## config.mk

```make
export PLATFORM = sky130hd
export DESIGN_NAME = johnson_counter_param
export DESIGN_NICKNAME = d
export VERILOG_FILES = /design/src/rtl/johnson_pkg.sv /design/src/rtl/johnson_decode.sv /design/src/rtl/johnson_counter_param.sv
export SDC_FILE = /design/constraint.sdc
export NUM_CORES = 1
export LEC_CHECK = 0
export BUFFER_PORTS_ARGS = -buffer_cell sky130_fd_sc_hd__buf_2
export CAP_MARGIN = 20
export CORE_AREA = 4 4 41 43
export DETAILED_ROUTE_END_ITERATION = 12
export DIE_AREA = 0 0 45 47
export GPL_ROUTABILITY_DRIVEN = 0
export SLEW_MARGIN = 25
export SYNTH_ARGS = -nofsm -noshare
export SYNTH_HDL_FRONTEND = slang
export SYNTH_SLANG_ARGS = --single-unit
```

## constraint.sdc

```tcl
create_clock -name clk -period 2.45 [get_ports clk]
set_clock_uncertainty 0.05 [all_clocks]
set_input_delay 0.49 -clock clk [delete_from_list [all_inputs] [get_ports clk]]
set_output_delay 0.49 -clock clk [all_outputs]
set_load 0.05 [all_outputs]
```

## src/rtl/johnson_pkg.sv

```systemverilog
// rtl/johnson_pkg.sv - shared types and Johnson-code helper functions
package johnson_pkg;

  typedef enum logic {
    DIR_REV = 1'b0,
    DIR_FWD = 1'b1
  } johnson_dir_e;

  localparam int JOHNSON_MAX_W = 32;

  function automatic int johnson_idx_w(input int width);
    return $clog2(2 * width);
  endfunction

  // Codes are zero-extended to JOHNSON_MAX_W; only the low 'width' bits take part.
  function automatic logic johnson_legal(input logic [JOHNSON_MAX_W-1:0] q, input int width);
    int diffs = 0;
    for (int i = 0; i < JOHNSON_MAX_W - 1; i++) begin
      if ((i < width - 1) && (q[i] != q[i+1])) diffs++;
    end
    return (diffs <= 1);
  endfunction

  function automatic logic [6:0] johnson_index(input logic [JOHNSON_MAX_W-1:0] q, input int width);
    logic [6:0] pop = '0;
    for (int i = 0; i < JOHNSON_MAX_W; i++) begin
      if (i < width) pop = pop + 7'(q[i]);
    end
    if (!johnson_legal(q, width)) return '0;
    if ((q == '0) || q[0]) return pop;
    return 7'(2 * width) - pop;
  endfunction

endpackage

```

## src/rtl/johnson_decode.sv

```systemverilog
// rtl/johnson_decode.sv - combinational Johnson code to position index and illegal flag
module johnson_decode
  import johnson_pkg::*;
#(
  parameter int WIDTH = 4,
  localparam int IDX_W = johnson_idx_w(WIDTH)
) (
  input  logic [WIDTH-1:0] q_i,
  output logic [IDX_W-1:0] state_idx_o,
  output logic             illegal_o
);

  logic [JOHNSON_MAX_W-1:0] q_ext;

  assign q_ext       = JOHNSON_MAX_W'(q_i);
  assign illegal_o   = !johnson_legal(q_ext, WIDTH);
  assign state_idx_o = IDX_W'(johnson_index(q_ext, WIDTH));

endmodule

```

## src/rtl/johnson_counter_param.sv

```systemverilog
// rtl/johnson_counter_param.sv - parametrised Johnson counter; optional JOHNSON_SELF_CORRECT_EN
module johnson_counter_param
  import johnson_pkg::*;
#(
  parameter int WIDTH = 4,
  localparam int IDX_W = johnson_idx_w(WIDTH)
) (
  input  logic             clk,
  input  logic             reset,
  input  logic             en,
  input  logic             dir,
  input  logic             load,
  input  logic [WIDTH-1:0] load_val,
  output logic [WIDTH-1:0] q,
  output logic [IDX_W-1:0] state_idx,
  output logic             wrap,
  output logic             illegal
);

  logic [WIDTH-1:0] q_q, q_d;
  logic             wrap_q, wrap_d;
  logic [WIDTH-1:0] shift_fwd, shift_rev, shifted;

  assign shift_fwd = {q_q[WIDTH-2:0], ~q_q[WIDTH-1]};
  assign shift_rev = {~q_q[0], q_q[WIDTH-1:1]};
  assign shifted   = (dir == DIR_FWD) ? shift_fwd : shift_rev;

  johnson_decode #(.WIDTH(WIDTH)) u_decode (
    .q_i         (q_q),
    .state_idx_o (state_idx),
    .illegal_o   (illegal)
  );

  // Only a shift landing on all-zeros wraps; loads and corrections never do.
  always_comb begin
    q_d    = q_q;
    wrap_d = 1'b0;
    if (load) begin
      q_d = load_val;
`ifdef JOHNSON_SELF_CORRECT_EN
    end else if (illegal) begin
      q_d = '0;
`endif
    end else if (en) begin
      q_d    = shifted;
      wrap_d = (shifted == '0);
    end
  end

  always_ff @(posedge clk) begin
    if (reset) begin
      q_q    <= '0;
      wrap_q <= 1'b0;
    end else begin
      q_q    <= q_d;
      wrap_q <= wrap_d;
    end
  end

  assign q    = q_q;
  assign wrap = wrap_q;

endmodule
```

==> results of run 1 <==
-- through the flow --
stage | setup TNS (ps) | cells | hold slack, ps
2_1_floorplan | -280 | 60 | 502
3_3_place_gp | -356 | 95 | 588
3_5_place_dp | -356 | 95 | 578
4_1_cts | -677 | 101 | 407
5_1_grt | -928 | 101 | 435
6_report | -676 | 101 | 433
-- registers in the layout (all words and copies together), names as in the netlist --
name and flops:
q 4, wrap 1
-- worst reg2reg max path, delay by kind of cell, from the launching register on --
family                 cells  cell delay (ps)
AND/OR/NAND/NOR            2              680
flip-flops                 1              340
buffers and inverters      1              150
-- per-layer routing --
layer / track usage, % / part of all wire, %
met5: 0 / 0
met4: 8.77 / 3.9
met3: 2.30 / 4.2
met2: 25.1 / 50
met1: 18.1 / 42
-- cell usage after synthesis (all sizes together) --
library cell / number / area, um2
a211o: 1 / 8.76
a211oi: 1 / 7.51
a21oi: 3 / 15.0
buf: 2 / 12.5
dfxtp: 5 / 100
fa: 1 / 20.0
ha: 7 / 87.6
inv: 9 / 33.8
mux2i: 2 / 20.0
nand2: 4 / 15.0
nand2b: 2 / 12.5
nand3b: 1 / 7.51
nor2: 6 / 22.5
nor2b: 1 / 6.26
nor3: 1 / 5.00
nor3b: 1 / 7.51
o211a: 2 / 20.0
o21a: 1 / 7.51
o21ai: 4 / 20.0
o22ai: 2 / 12.5
o2bb2ai: 1 / 8.76
or4b: 1 / 10.0
xnor2: 1 / 8.76
xor2: 1 / 8.76
-- kinds of logic after synthesis --
group | count (synthesis)
AND/OR/NAND/NOR | 17
AO/OA/AOI/OAI | 15
buffers and inverters | 11
adder cells (fa/ha/maj) | 8
flip-flops | 5
XOR/XNOR | 2
multiplexers | 2
-- report_power, final --
group          switching [mW]  internal (mW)
clock                  0.0398         0.0620
sequential            0.00555         0.0867
combinational           0.203          0.156
total                   0.249          0.305
-- area by class of cell --
cell class	instances	share of cell area, %
Clock buffer	4	3.22
Inverter	9	4.13
Multi-Input combinational cell	44	57.0
Sequential cell	5	13.8
Tap cell	15	2.30
Timing Repair Buffer	24	19.6
-- how the worst max path moves through the flow --
stage / startpoint / endpoint / slack [ps] / cells after the start
after floorplan: q[3] / state_idx[2] / -200 / 8
after global placement: q[0] / state_idx[2] / -240 / 9
after detailed placement: q[0] / state_idx[2] / -240 / 9
after CTS: q[0] / state_idx[2] / -390 / 9
after global routing: q[0] / state_idx[2] / -470 / 9
final: q[0] / state_idx[2] / -380 / 9
-- what timing repair did --
action / CTS / global route
setup endpoints to repair: 4 / 4
pin swaps: 3 / 1
gates cloned: 0 / 0
resized for setup: 15 / 0
setup buffers: 2 / 0
==> flow_summary.ini, run 1 <==
[status]
status = finished with violations
violations = setup timing

[clock_network]
cts_tree = done
htreeDepth = 1
cts.sinks = 5
clockBufferDepth = 2
numCtsBuffers = 3
clk_pin_slew_ps = 50
root_buffer = clkbuf_4
clock_latency_ps = 250
cts_hold_buf = 0

[critical_path]
end_kind = primary output
slowest_delay_ps = 470
cp.buffers_inverters = 2
cp_cell_sequence = fa_1 -> ha_2 -> ha_4 -> inv_2 -> ha_4 -> a211oi_4 -> xnor2_2 -> nor2_4 -> buf_6
cpMostUsedCell = ha_4
reg2reg_depth = 3
cp.required_ps = 1910
path_max_fanout = 2
critPathLaunchType = register
cp_top_family = adder cells
r2r_start = q[1]
crit_slowest_cell = fa_1
worstPathArrival_ps = 2290
rrSetupSlack_ps = 1150
reg2reg_to = wrap
criticalPathCategory = register to primary output

[floorplanning]
core_area_mm2 = 0.00130
io_pins = 18
die_area_mm2 = 0.00212
die_x_um = 45
initial_core_util_pct = 36.7
fp.dieH_um = 47
row_count = 13

[yosys]
synth_area_um2 = 478
synth_fa_ha_area_share_pct = 22.5
yosysSeqAreaShare_pct = 20.9
synth_top_family_by_area = adder cells
synth_cell_types = 25
synth_nets = 77
synth_mux_area_share_pct = 4.19
synthSimpleGateAreaFrac_pct = 18.1
ys_seq_elements = 5
syn_avg_cell_area_um2 = 7.97
ys.warnings.count = 0
synth_compound_area_share_pct = 20.9
synth_xor_area_share_pct = 3.66
postSynthCellCount = 60

[routing]
drt-initial-drc-count = 13
first_pass_iters = 7
vias = 514
drc_errors = 0
drt-total-wl_mm = 1.34
drtAntennaViolNets = 0
routedWlPerCell_um = 13.3
vias_per_cell = 5.09

[global_routing]
grt_pass1_wl_mm = 2.22
grt_pass1_vias = 497
grt_util_all_layers_pct = 15.0
grt_max_degree = 10
overflow = 0
antenna_found_initial = 0

[flow_run]
maxCapViolCount = 0

[final_layout]
fillers = 120
layout_common_cells = buf_2, inv_1, buf_4
num_antenna_cells = 0
layout.nets = 104
drive_gt1_share_pct = 53.5
final_common_cell = buf_2
fin_util_pct = 62.8
multi_input_area_um2 = 465
flow.area_growth_from_synthesis_pct = 70.9
fin_area_um2 = 817
regArea_um2 = 113

[timing]
setup_ws_ps = -377
finalHoldViolations = 0
finalCritPeriodShare_pct = 115
setup_viol = 3
maxSlewViolCount = 0
finalCriticalPeriod_ps = 2830
rsz0062_at_grt = yes
fmax_mhz = 354
tightest_slew_ps = 279
slew_headroom_pct = 81.3

[power]
power.density_mw_per_mm2 = 677
power_mw = 0.553
ir_drop_v = 0.000598
power_leakage_nw = 0.369

[placement]
io_buffers = 17
dp_worst_setup_slack_ps = -242
place_area_um2 = 693
place_hpwl_um = 912

[worst_hold_path]
hold_depth = 2
hold_class = input pin to register
holdPathEnd = q[2]
holdCritStartpoint = reset
(Power assumes the default switching activity.)
==> inputs of run 2 (changes only) <==
--- a/config.mk
+++ b/config.mk
@@ -7,5 +7,4 @@
 export LEC_CHECK = 0
 export BUFFER_PORTS_ARGS = -buffer_cell sky130_fd_sc_hd__buf_2
-export CAP_MARGIN = 20
 export CORE_AREA = 4 4 41 43
 export DETAILED_ROUTE_END_ITERATION = 12
==> constraint.sdc (replaced) <==
create_clock -name clk -period 2.45 [get_ports clk]
set_clock_uncertainty 0.05 [all_clocks]
set_input_delay 0.1225 -clock clk [delete_from_list [all_inputs] [get_ports clk]]
set_output_delay 0.1225 -clock clk [all_outputs]
set_load 0.05 [all_outputs]
==> flow_summary.ini, run 2 (synthesis gave the netlist of run 1 again) <==
[floorplanning]
die_x_um = 45
fp.dieH_um = 47
io_pins = 18
die_area_mm2 = 0.00212
initial_core_util_pct = 36.7
core_area_mm2 = 0.00130
row_count = 13

[clock_network]
root_buffer = clkbuf_4
cts_tree = done
htreeDepth = 1
clockBufferDepth = 2
clk_pin_slew_ps = 40
numCtsBuffers = 3
cts.sinks = 5
cts_hold_buf = 0
clock_latency_ps = 240

[critical_path]
reg2reg_to = wrap
cpMostUsedCell = ha_4
slowest_delay_ps = 480
rrSetupSlack_ps = 1180
criticalPathCategory = register to primary output
worstPathArrival_ps = 2210
path_max_fanout = 2
crit_slowest_cell = fa_1
end_kind = primary output
r2r_start = q[1]
critPathLaunchType = register
cp.required_ps = 2280
cp_cell_sequence = fa_1 -> ha_2 -> ha_4 -> inv_2 -> ha_4 -> a211oi_2 -> xnor2_1 -> nor2_2 -> buf_6
reg2reg_depth = 3
crit_start = q[3]

[placement]
place_inst = 94
dp_worst_setup_slack_ps = 87.9
place_area_um2 = 617
place_hpwl_um = 888
io_buffers = 17

[final_layout]
flow.area_growth_from_synthesis_pct = 44.0
fin_util_pct = 52.9
layout.nets = 101
multi_input_area_um2 = 378
layout_common_cells = buf_2, inv_1
largest_register_ffs = 4
regArea_um2 = 104
fillers = 131
fin_cells = 98
final_common_cell = buf_2
fin_area_um2 = 688
drive_gt1_share_pct = 43.4
num_antenna_cells = 0

[timing]
maxSlewViolCount = 0
hold_ws_ps = 61.4
slew_headroom_pct = 82.3
finalCriticalPeriod_ps = 2380
setup_ws_ps = 70.1
rsz0062_at_grt = yes
fmax_mhz = 420
setup_viol = 0
finalCritPeriodShare_pct = 97.1
finalHoldViolations = 0
tightest_slew_ps = 264

[power]
power_leakage_nw = 0.337
power.density_mw_per_mm2 = 656
ir_drop_v = 0.000250

[worst_hold_path]
holdPathEnd = q[3]
hold_depth = 3
holdCritStartpoint = load_val[3]
hold_class = input pin to register

[routing]
drt-total-wl_mm = 1.14
drt-initial-drc-count = 10
first_pass_iters = 4
vias_per_cell = 4.95
drtAntennaViolNets = 0
drc_errors = 0
vias = 485
routedWlPerCell_um = 11.7

[global_routing]
grt_pass1_wl_mm = 1.99
grt_util_all_layers_pct = 13.0
grt_pass1_vias = 471
antenna_found_initial = 0
overflow = 0
grt_max_degree = 10

[status]
status = finished, final reports clean

[flow_run]
maxCapViolCount = 0
-- run 2: power by group --
group | switching, mW | internal [mW]
clock | 0.0352 | 0.0617
sequential | 0.00416 | 0.0878
combinational | 0.168 | 0.0944
-- run 2: final cells by class --
| class | instances | share of cell area, % |
|---|---|---|
| well taps | 15 | 2.73 |
| repair buffers | 21 | 18.5 |
| flip-flops and latches | 5 | 15.1 |
| clock buffers | 4 | 3.82 |
| inverters | 9 | 4.91 |
| multi-input cells | 44 | 54.9 |
-- run 2: timing repair --
| action | CTS | global route |
|---|---|---|
| buffers inserted | 0 | 0 |
| pin swaps | 5 | 1 |
| endpoints found under the setup margin | 2 | 2 |
| resized for setup | 7 | 4 |
-- run 2: metrics by stage --
step           power (mW)  setup TNS, ps
6_report            0.452              0
5_1_grt             0.485          -58.2
4_1_cts             0.444              0
3_5_place_dp        0.327              0
3_3_place_gp        0.323              0
2_1_floorplan       0.274           -172
-- run 2: critical path, delay by kind of cell, from the launching register on --
kind / cells / cell delay (ps)
simple gates: 1 / 90
xor+xnor: 1 / 110
buf+inv: 2 / 200
fa+ha+maj: 4 / 1080
compound gates: 1 / 160
flops: 1 / 320
-- run 2: worst max-delay path by stage --
stage | end | slack [ps] | depth (start not counted)
after floorplan | state_idx[2] | -170 | 8
after CTS | state_idx[2] | 4 | 9
after global placement | state_idx[2] | 80 | 9
after detailed placement | state_idx[2] | 90 | 9
final | state_idx[2] | 70 | 9
after global routing | state_idx[2] | -60 | 9
-- run 2: routing by layer --
layer | GRT usage, % | up-vias | wire, um
met5 | 0 | - | 0
met4 | 7.02 | 0 | 0
met3 | 2.68 | 0 | 63
met2 | 20.9 | 10 | 562
met1 | 16.3 | 223 | 518
li1 | - | 252 | -
